[config.mk]
export PLATFORM = sky130hd
export DESIGN_NAME = sal_cmd_sched
export DESIGN_NICKNAME = d
export VERILOG_FILES = /design/src/rtl/sal_cmd_sched.sv
export SDC_FILE = /design/constraint.sdc
export NUM_CORES = 1
export LEC_CHECK = 0
export ABC_CLOCK_PERIOD_IN_PS = 4600
export BUFFER_PORTS_ARGS = -buffer_cell sky130_fd_sc_hd__buf_2
export CORE_ASPECT_RATIO = 0.9
export CORE_MARGIN = 5
export CORE_UTILIZATION = 47
export DETAILED_ROUTE_END_ITERATION = 8
export MAX_ROUTING_LAYER = met4
export PLACE_DENSITY = 0.84
export SLEW_MARGIN = 10
export SYNTH_ARGS = -nofsm -noshare
export SYNTH_HDL_FRONTEND = slang
export SYNTH_SLANG_ARGS = --single-unit
[constraint.sdc]
create_clock -name clk -period 4.6 [get_ports clk]
set_clock_uncertainty 0.1 [all_clocks]
set_input_delay 0.23 -clock clk [delete_from_list [all_inputs] [get_ports clk]]
set_output_delay 0.23 -clock clk [all_outputs]
set_load 0.02 [all_outputs]
[src/rtl/sal_cmd_sched.sv]
// Per-channel DRAM command scheduler: fixed class priority COL > ACT > PRE > REF, round-robin per class.
// Grants are combinational in the request cycle; the command bus is registered one cycle later; requests are held until granted.
module sal_cmd_sched #(
    parameter int NUM_BANKS = 4,
    parameter int RA_W      = 16,
    parameter int CA_W      = 10,
    parameter int TW        = 6
) (
    input  logic                          clk,
    input  logic                          rst_n,
    input  logic [NUM_BANKS-1:0]          act_req_i,
    input  logic [NUM_BANKS-1:0]          rd_req_i,
    input  logic [NUM_BANKS-1:0]          wr_req_i,
    input  logic [NUM_BANKS-1:0]          pre_req_i,
    input  logic [NUM_BANKS-1:0]          ref_req_i,
    input  logic [NUM_BANKS*RA_W-1:0]     ra_i,
    input  logic [NUM_BANKS*CA_W-1:0]     ca_i,
    input  logic [TW-1:0]                 t_rrd_m1,
    input  logic [TW-1:0]                 t_ccd_m1,
    input  logic [TW-1:0]                 t_wtr_m1,
    input  logic [TW-1:0]                 t_rtw_m1,
    output logic [NUM_BANKS-1:0]          act_gnt_o,
    output logic [NUM_BANKS-1:0]          rd_gnt_o,
    output logic [NUM_BANKS-1:0]          wr_gnt_o,
    output logic [NUM_BANKS-1:0]          pre_gnt_o,
    output logic [NUM_BANKS-1:0]          ref_gnt_o,
    output logic                          cmd_valid_o,
    output logic [2:0]                    cmd_o,
    output logic [$clog2(NUM_BANKS)-1:0]  cmd_bk_o,
    output logic [RA_W-1:0]               cmd_ra_o,
    output logic [CA_W-1:0]               cmd_ca_o
);
    localparam int BW = $clog2(NUM_BANKS);
    localparam logic [BW-1:0] BK_ONE = 1;
    localparam logic [TW-1:0] T_ONE  = 1;

    typedef enum logic [2:0] {
        OP_NOP = 3'd0,
        OP_ACT = 3'd1,
        OP_RD  = 3'd2,
        OP_WR  = 3'd3,
        OP_PRE = 3'd4,
        OP_REF = 3'd5
    } op_e;

    logic [TW-1:0] r_rrd_cnt, r_ccd_cnt, r_wtr_cnt, r_rtw_cnt;
    logic [BW-1:0] r_rr_col, r_rr_act, r_rr_pre, r_rr_ref;
    logic          r_cmd_vld;
    op_e           r_cmd;
    logic [BW-1:0] r_cmd_bk;
    logic [RA_W-1:0] r_cmd_ra;
    logic [CA_W-1:0] r_cmd_ca;

    logic [RA_W-1:0] w_ra [NUM_BANKS];
    logic [CA_W-1:0] w_ca [NUM_BANKS];
    logic [NUM_BANKS-1:0] w_col_elig, w_act_elig;
    logic [BW:0]   w_col_pick, w_act_pick, w_pre_pick, w_ref_pick;
    logic          w_rd_ok, w_wr_ok;
    op_e           w_op;
    logic [BW-1:0] w_bk;

    for (genvar b = 0; b < NUM_BANKS; b++) begin : g_unpack
        assign w_ra[b] = ra_i[b*RA_W +: RA_W];
        assign w_ca[b] = ca_i[b*CA_W +: CA_W];
    end

    // Returns {found, bank}: first set bit at or after ptr, wrapping.
    function automatic logic [BW:0] rr_pick(input logic [NUM_BANKS-1:0] vec, input logic [BW-1:0] ptr);
        logic [BW:0]   res;
        logic [BW-1:0] idx;
        res = '0;
        for (int i = NUM_BANKS-1; i >= 0; i--) begin
            idx = ptr + BW'(i);
            if (vec[idx]) res = {1'b1, idx};
        end
        return res;
    endfunction

    function automatic logic [TW-1:0] dec_sat(input logic [TW-1:0] cnt);
        return (cnt == '0) ? cnt : cnt - T_ONE;
    endfunction

    assign w_rd_ok    = (r_ccd_cnt == '0) && (r_wtr_cnt == '0);
    assign w_wr_ok    = (r_ccd_cnt == '0) && (r_rtw_cnt == '0);
    // A bank raising RD and WR together is treated as RD only.
    assign w_col_elig = (rd_req_i & {NUM_BANKS{w_rd_ok}}) |
                        (wr_req_i & ~rd_req_i & {NUM_BANKS{w_wr_ok}});
    assign w_act_elig = act_req_i & {NUM_BANKS{r_rrd_cnt == '0}};
    assign w_col_pick = rr_pick(w_col_elig, r_rr_col);
    assign w_act_pick = rr_pick(w_act_elig, r_rr_act);
    assign w_pre_pick = rr_pick(pre_req_i, r_rr_pre);
    assign w_ref_pick = rr_pick(ref_req_i, r_rr_ref);

    always_comb begin
        act_gnt_o = '0;
        rd_gnt_o  = '0;
        wr_gnt_o  = '0;
        pre_gnt_o = '0;
        ref_gnt_o = '0;
        w_op      = OP_NOP;
        w_bk      = '0;
        if (w_col_pick[BW]) begin
            w_bk = w_col_pick[BW-1:0];
            if (rd_req_i[w_bk]) begin
                rd_gnt_o[w_bk] = 1'b1;
                w_op           = OP_RD;
            end else begin
                wr_gnt_o[w_bk] = 1'b1;
                w_op           = OP_WR;
            end
        end else if (w_act_pick[BW]) begin
            w_bk            = w_act_pick[BW-1:0];
            act_gnt_o[w_bk] = 1'b1;
            w_op            = OP_ACT;
        end else if (w_pre_pick[BW]) begin
            w_bk            = w_pre_pick[BW-1:0];
            pre_gnt_o[w_bk] = 1'b1;
            w_op            = OP_PRE;
        end else if (w_ref_pick[BW]) begin
            w_bk            = w_ref_pick[BW-1:0];
            ref_gnt_o[w_bk] = 1'b1;
            w_op            = OP_REF;
        end
    end

    always_ff @(posedge clk or negedge rst_n) begin
        if (!rst_n) begin
            r_rrd_cnt <= '0;
            r_ccd_cnt <= '0;
            r_wtr_cnt <= '0;
            r_rtw_cnt <= '0;
            r_rr_col  <= '0;
            r_rr_act  <= '0;
            r_rr_pre  <= '0;
            r_rr_ref  <= '0;
            r_cmd_vld <= 1'b0;
            r_cmd     <= OP_NOP;
            r_cmd_bk  <= '0;
            r_cmd_ra  <= '0;
            r_cmd_ca  <= '0;
        end else begin
            r_rrd_cnt <= (w_op == OP_ACT) ? t_rrd_m1 : dec_sat(r_rrd_cnt);
            r_ccd_cnt <= (w_op == OP_RD || w_op == OP_WR) ? t_ccd_m1 : dec_sat(r_ccd_cnt);
            r_rtw_cnt <= (w_op == OP_RD) ? t_rtw_m1 : dec_sat(r_rtw_cnt);
            r_wtr_cnt <= (w_op == OP_WR) ? t_wtr_m1 : dec_sat(r_wtr_cnt);
            if (w_op == OP_RD || w_op == OP_WR) r_rr_col <= w_bk + BK_ONE;
            if (w_op == OP_ACT) r_rr_act <= w_bk + BK_ONE;
            if (w_op == OP_PRE) r_rr_pre <= w_bk + BK_ONE;
            if (w_op == OP_REF) r_rr_ref <= w_bk + BK_ONE;
            r_cmd_vld <= (w_op != OP_NOP);
            r_cmd     <= w_op;
            r_cmd_bk  <= w_bk;
            r_cmd_ra  <= (w_op == OP_ACT) ? w_ra[w_bk] : '0;
            r_cmd_ca  <= (w_op == OP_RD || w_op == OP_WR) ? w_ca[w_bk] : '0;
        end
    end

    assign cmd_valid_o = r_cmd_vld;
    assign cmd_o       = r_cmd;
    assign cmd_bk_o    = r_cmd_bk;
    assign cmd_ra_o    = r_cmd_ra;
    assign cmd_ca_o    = r_cmd_ca;

    a_rd_wr_excl: assert property (@(posedge clk) disable iff (!rst_n) (rd_req_i & wr_req_i) == '0);
    a_gnt_onehot: assert property (@(posedge clk)
        $onehot0({act_gnt_o, rd_gnt_o, wr_gnt_o, pre_gnt_o, ref_gnt_o}));

endmodule

==> results.md <==
* Outcome: complete, no violations
* Setup violations, final at 0
* Hold_ws at about 0.015 ns
* Clock transition at path regs at 0.07 ns
* Layout area overhead at 33.4%
* Number of flops mapped to enable cells by yosys at 0
* Starting Density at between 40% and 50%
* Compound-cell area share of the yosys netlist at 13.8%
* WL final at 11.9 mm
* Final Hold Viols at 0
* Cell count after synthesis at 426
* Final Core Density at approximately 64%
* Layout cells sized above 1 at a little under two fifths
* Yosys top cell area share at 39.1%
* DP HPWL at roughly 9.6 mm
* Gr usage total at between 20% and 30%
* Slowest stage delay, CP at 0.65 ns
* Top delay family on crit path: simple AND/OR/NAND/NOR gates
* Sum Neg Setup Slack at 0 ns
* # DRC at 0
* Nets at 792
* Root buffer cell: clkbuf_8
* Max Fclk at 246 MHz
* Crit start category: flop
* Post-CTS setup buffer count at 0
* Post-route ant nets at 0
* RSZ-0062 raised after global routing: no
* Maximum root-to-sink buffer count at 2
* Data required time of the worst path at 4.27 ns
* CP max FO at 18
* Clock Latency Late Sink at 0.33 ns
* Max Slew Vio Count at 0
* Total gr overflow at 0
* Worst slew pin tran at 0.824 ns
* Via density at 5.32
* Seq/Total Area, Yosys at 39.1%
* Setup Crit Path Kind: reg2out
* Post-Synth Adder-Cell Area at between 2 and 2.5%
* Critical-path cell list: inv_1 > ha_1 > or4b_4 > or3_1 > a211o_1 > or2_1 > and4_1 > o21ai_2 > nor2b_1 > buf_2
* Core Region at 8530 um2
* # H-tree levels at 3
* Fin crit period at 4.07 ns
* CP endpoint kind: output pin
* Largest net degree at the start of global routing at 65
* Slowest CP cell: o21ai_2
* Synth top area cells: dfrtp_1 39%, mux2i_1 13%, o22ai_1 4.1%
* Crit share post-route at about 89%
* Drt wl/cell at 15.7 um
* Most instantiated cells after synthesis: 64 x dfrtp_1, 53 x mux2i_1, 40 x nor2_1, 31 x nand2_1, 27 x o22ai_1
* Die X-Extent at 108 um
* Largest family of logic cells by synthesized area: simple AND/OR/NAND/NOR gates
* Die Y at ~99 um
* Syn_nets at 583
* N_diodes at 0
* Starting DRT DRC Count at about 160
* Cts repair resizes at 0
* Yosys top cell by area: dfrtp_1
* FF+latch count, synth at 64
* Static Leak at about 2.9 nW
* Global placement routability congestion at 1.02
* # rows at 32
* Total die area at 10700 um2
* Cts bufs inserted at 9
* First-pass GRT wire length at 19.7 mm
* Xor/xnor cell area share of the yosys netlist at under 10%
* Vias in the first global route at 4266
* Worst slew margin at about 45%
* CTS Sinks at 64
* Netlist cell types at 64
* Total of max-cap violations at 0
* TritonCTS clock tree: yes
* Ys flop type: dfrtp_1
* Initial antenna violation count at 0
* PD cells at roughly 300 nW/um2
* Drt pass-1 iters at 4
* Synth async-reset ratio at 100%
* Crit path DAT at around 3.7 ns
* Most common cell in the synthesized netlist: dfrtp_1
* Mean Syn Cell Area at roughly 9.6 um2
* Post-synthesis mux area share at between 15 and 20%
* Synth Area in Simple Gates at 18.9%
* I/O Buffers at roughly 200
* Via count at ~4000
* Hold Path Class: in2reg
* Crit path buf inv count at 2
* Mapped cell area at 4090 um2
* Worst VDD drop at between 0.15 and 0.2 mV
* Warning count from the yosys run at 0
* IO Count at approximately 200
-- logic make-up after synthesis --
logic type               Yosys count
XOR/XNOR                          17
AND/OR/NAND/NOR                  145
adder cells (fa/ha/maj)            7
flip-flops                        64
AO/OA/AOI/OAI                     88
buffers and inverters             38
multiplexers                      67
-- final cells by class --
type	instances	area, um2
multi-input cells	324	2290
well taps	119	149
clock buffers	12	155
fillers	735	3070
clock inverters	3	65.1
flip-flops and latches	64	1600
inverters	22	82.6
repair buffers	214	1120
-- metal layers --
layer,up-vias,share of wire (%),GRT usage (%)
met3,36,6.8,4.58
li1,1954,-,-
met2,182,50,39.2
met4,0,2.7,8.45
met1,1858,41,28.2
met5,-,0,-
-- metrics by stage --
| stage | power [mW] | instance area, um2 | cells | setup slack (ns) |
|---|---|---|---|---|
| floorplan | 0.980 | 4090 | 426 | 1.00 |
| global placement | 1.09 | 5170 | 736 | 1.01 |
| detailed placement | 1.10 | 5170 | 736 | 0.900 |
| CTS | 1.66 | 5460 | 758 | 0.527 |
| global route | 1.73 | 5460 | 758 | 0.292 |
| finish | 1.65 | 5460 | 758 | 0.529 |
-- flip-flops by register name, indices dropped and copies added, names as in the netlist --
signal	flops
cmd_ra_o	16
r_rtw_cnt	6
cmd_bk_o	2
cmd_o	3
r_wtr_cnt	6
r_rrd_cnt	6
r_rr_pre	2
cmd_valid_o	1
r_rr_col	2
r_rr_act	2
r_ccd_cnt	6
cmd_ca_o	10
r_rr_ref	2
-- worst register-to-register path: cells and delay by family (launching register included) --
| family | cells | cell delay [ns] |
|---|---|---|
| muxes | 1 | 0.33 |
| adders and majority gates | 1 | 0.17 |
| and+or+nand+nor | 4 | 1.21 |
| buffers and inverters | 2 | 0.58 |
| AOI/OAI and AO/OA | 3 | 0.82 |
| DFF | 1 | 0.40 |
-- path summary, 6_finish.rpt --
path | start | to | slack, ns | cells after the start
hold / removal | t_ccd_m1[3] | r_ccd_cnt[3]$_DFFE_PN0P_ | 0.02 | 3
setup reg to reg | r_rtw_cnt[0]$_DFFE_PN0P_ | cmd_ra_o[6]$_DFF_PN0_ | 0.83 | 11
setup / recovery | r_rtw_cnt[0]$_DFFE_PN0P_ | act_gnt_o[1] | 0.53 | 10
hold reg to reg | r_ccd_cnt[2]$_DFFE_PN0P_ | r_ccd_cnt[2]$_DFFE_PN0P_ | 0.43 | 1
max in group asynchronous | rst_n | r_rr_col[0]$_DFFE_PN0P_ | 3.34 | 3
min in group asynchronous | rst_n | r_rtw_cnt[3]$_DFFE_PN0P_ | 0.49 | 3
-- layout by cell type, fill, tap and decap left out, types with 8 or more instances in the layout --
cell type and n:
mux2i_1 53, o22ai_1 27, buf_2 201, o21ai_0 15, inv_1 20, nor2b_1 8, nand2b_1 8, clkbuf_8 11
xnor2_1 13, a21oi_1 18, nor2_1 40, dfrtp_1 64, nor3_1 12, nand2_1 31
-- what timing repair did --
action,in CTS,in global routing
hold buffers,7,0
endpoints found under the setup margin,0,0
hold endpoints to repair,15,0
-- power by group --
| group | switching [mW] | total (mW) | internal, mW |
|---|---|---|---|
| logic | 0.268 | 0.493 | 0.225 |
| registers | 0.0217 | 0.607 | 0.585 |
| clock network | 0.213 | 0.545 | 0.331 |
(Power assumes the default switching activity.)
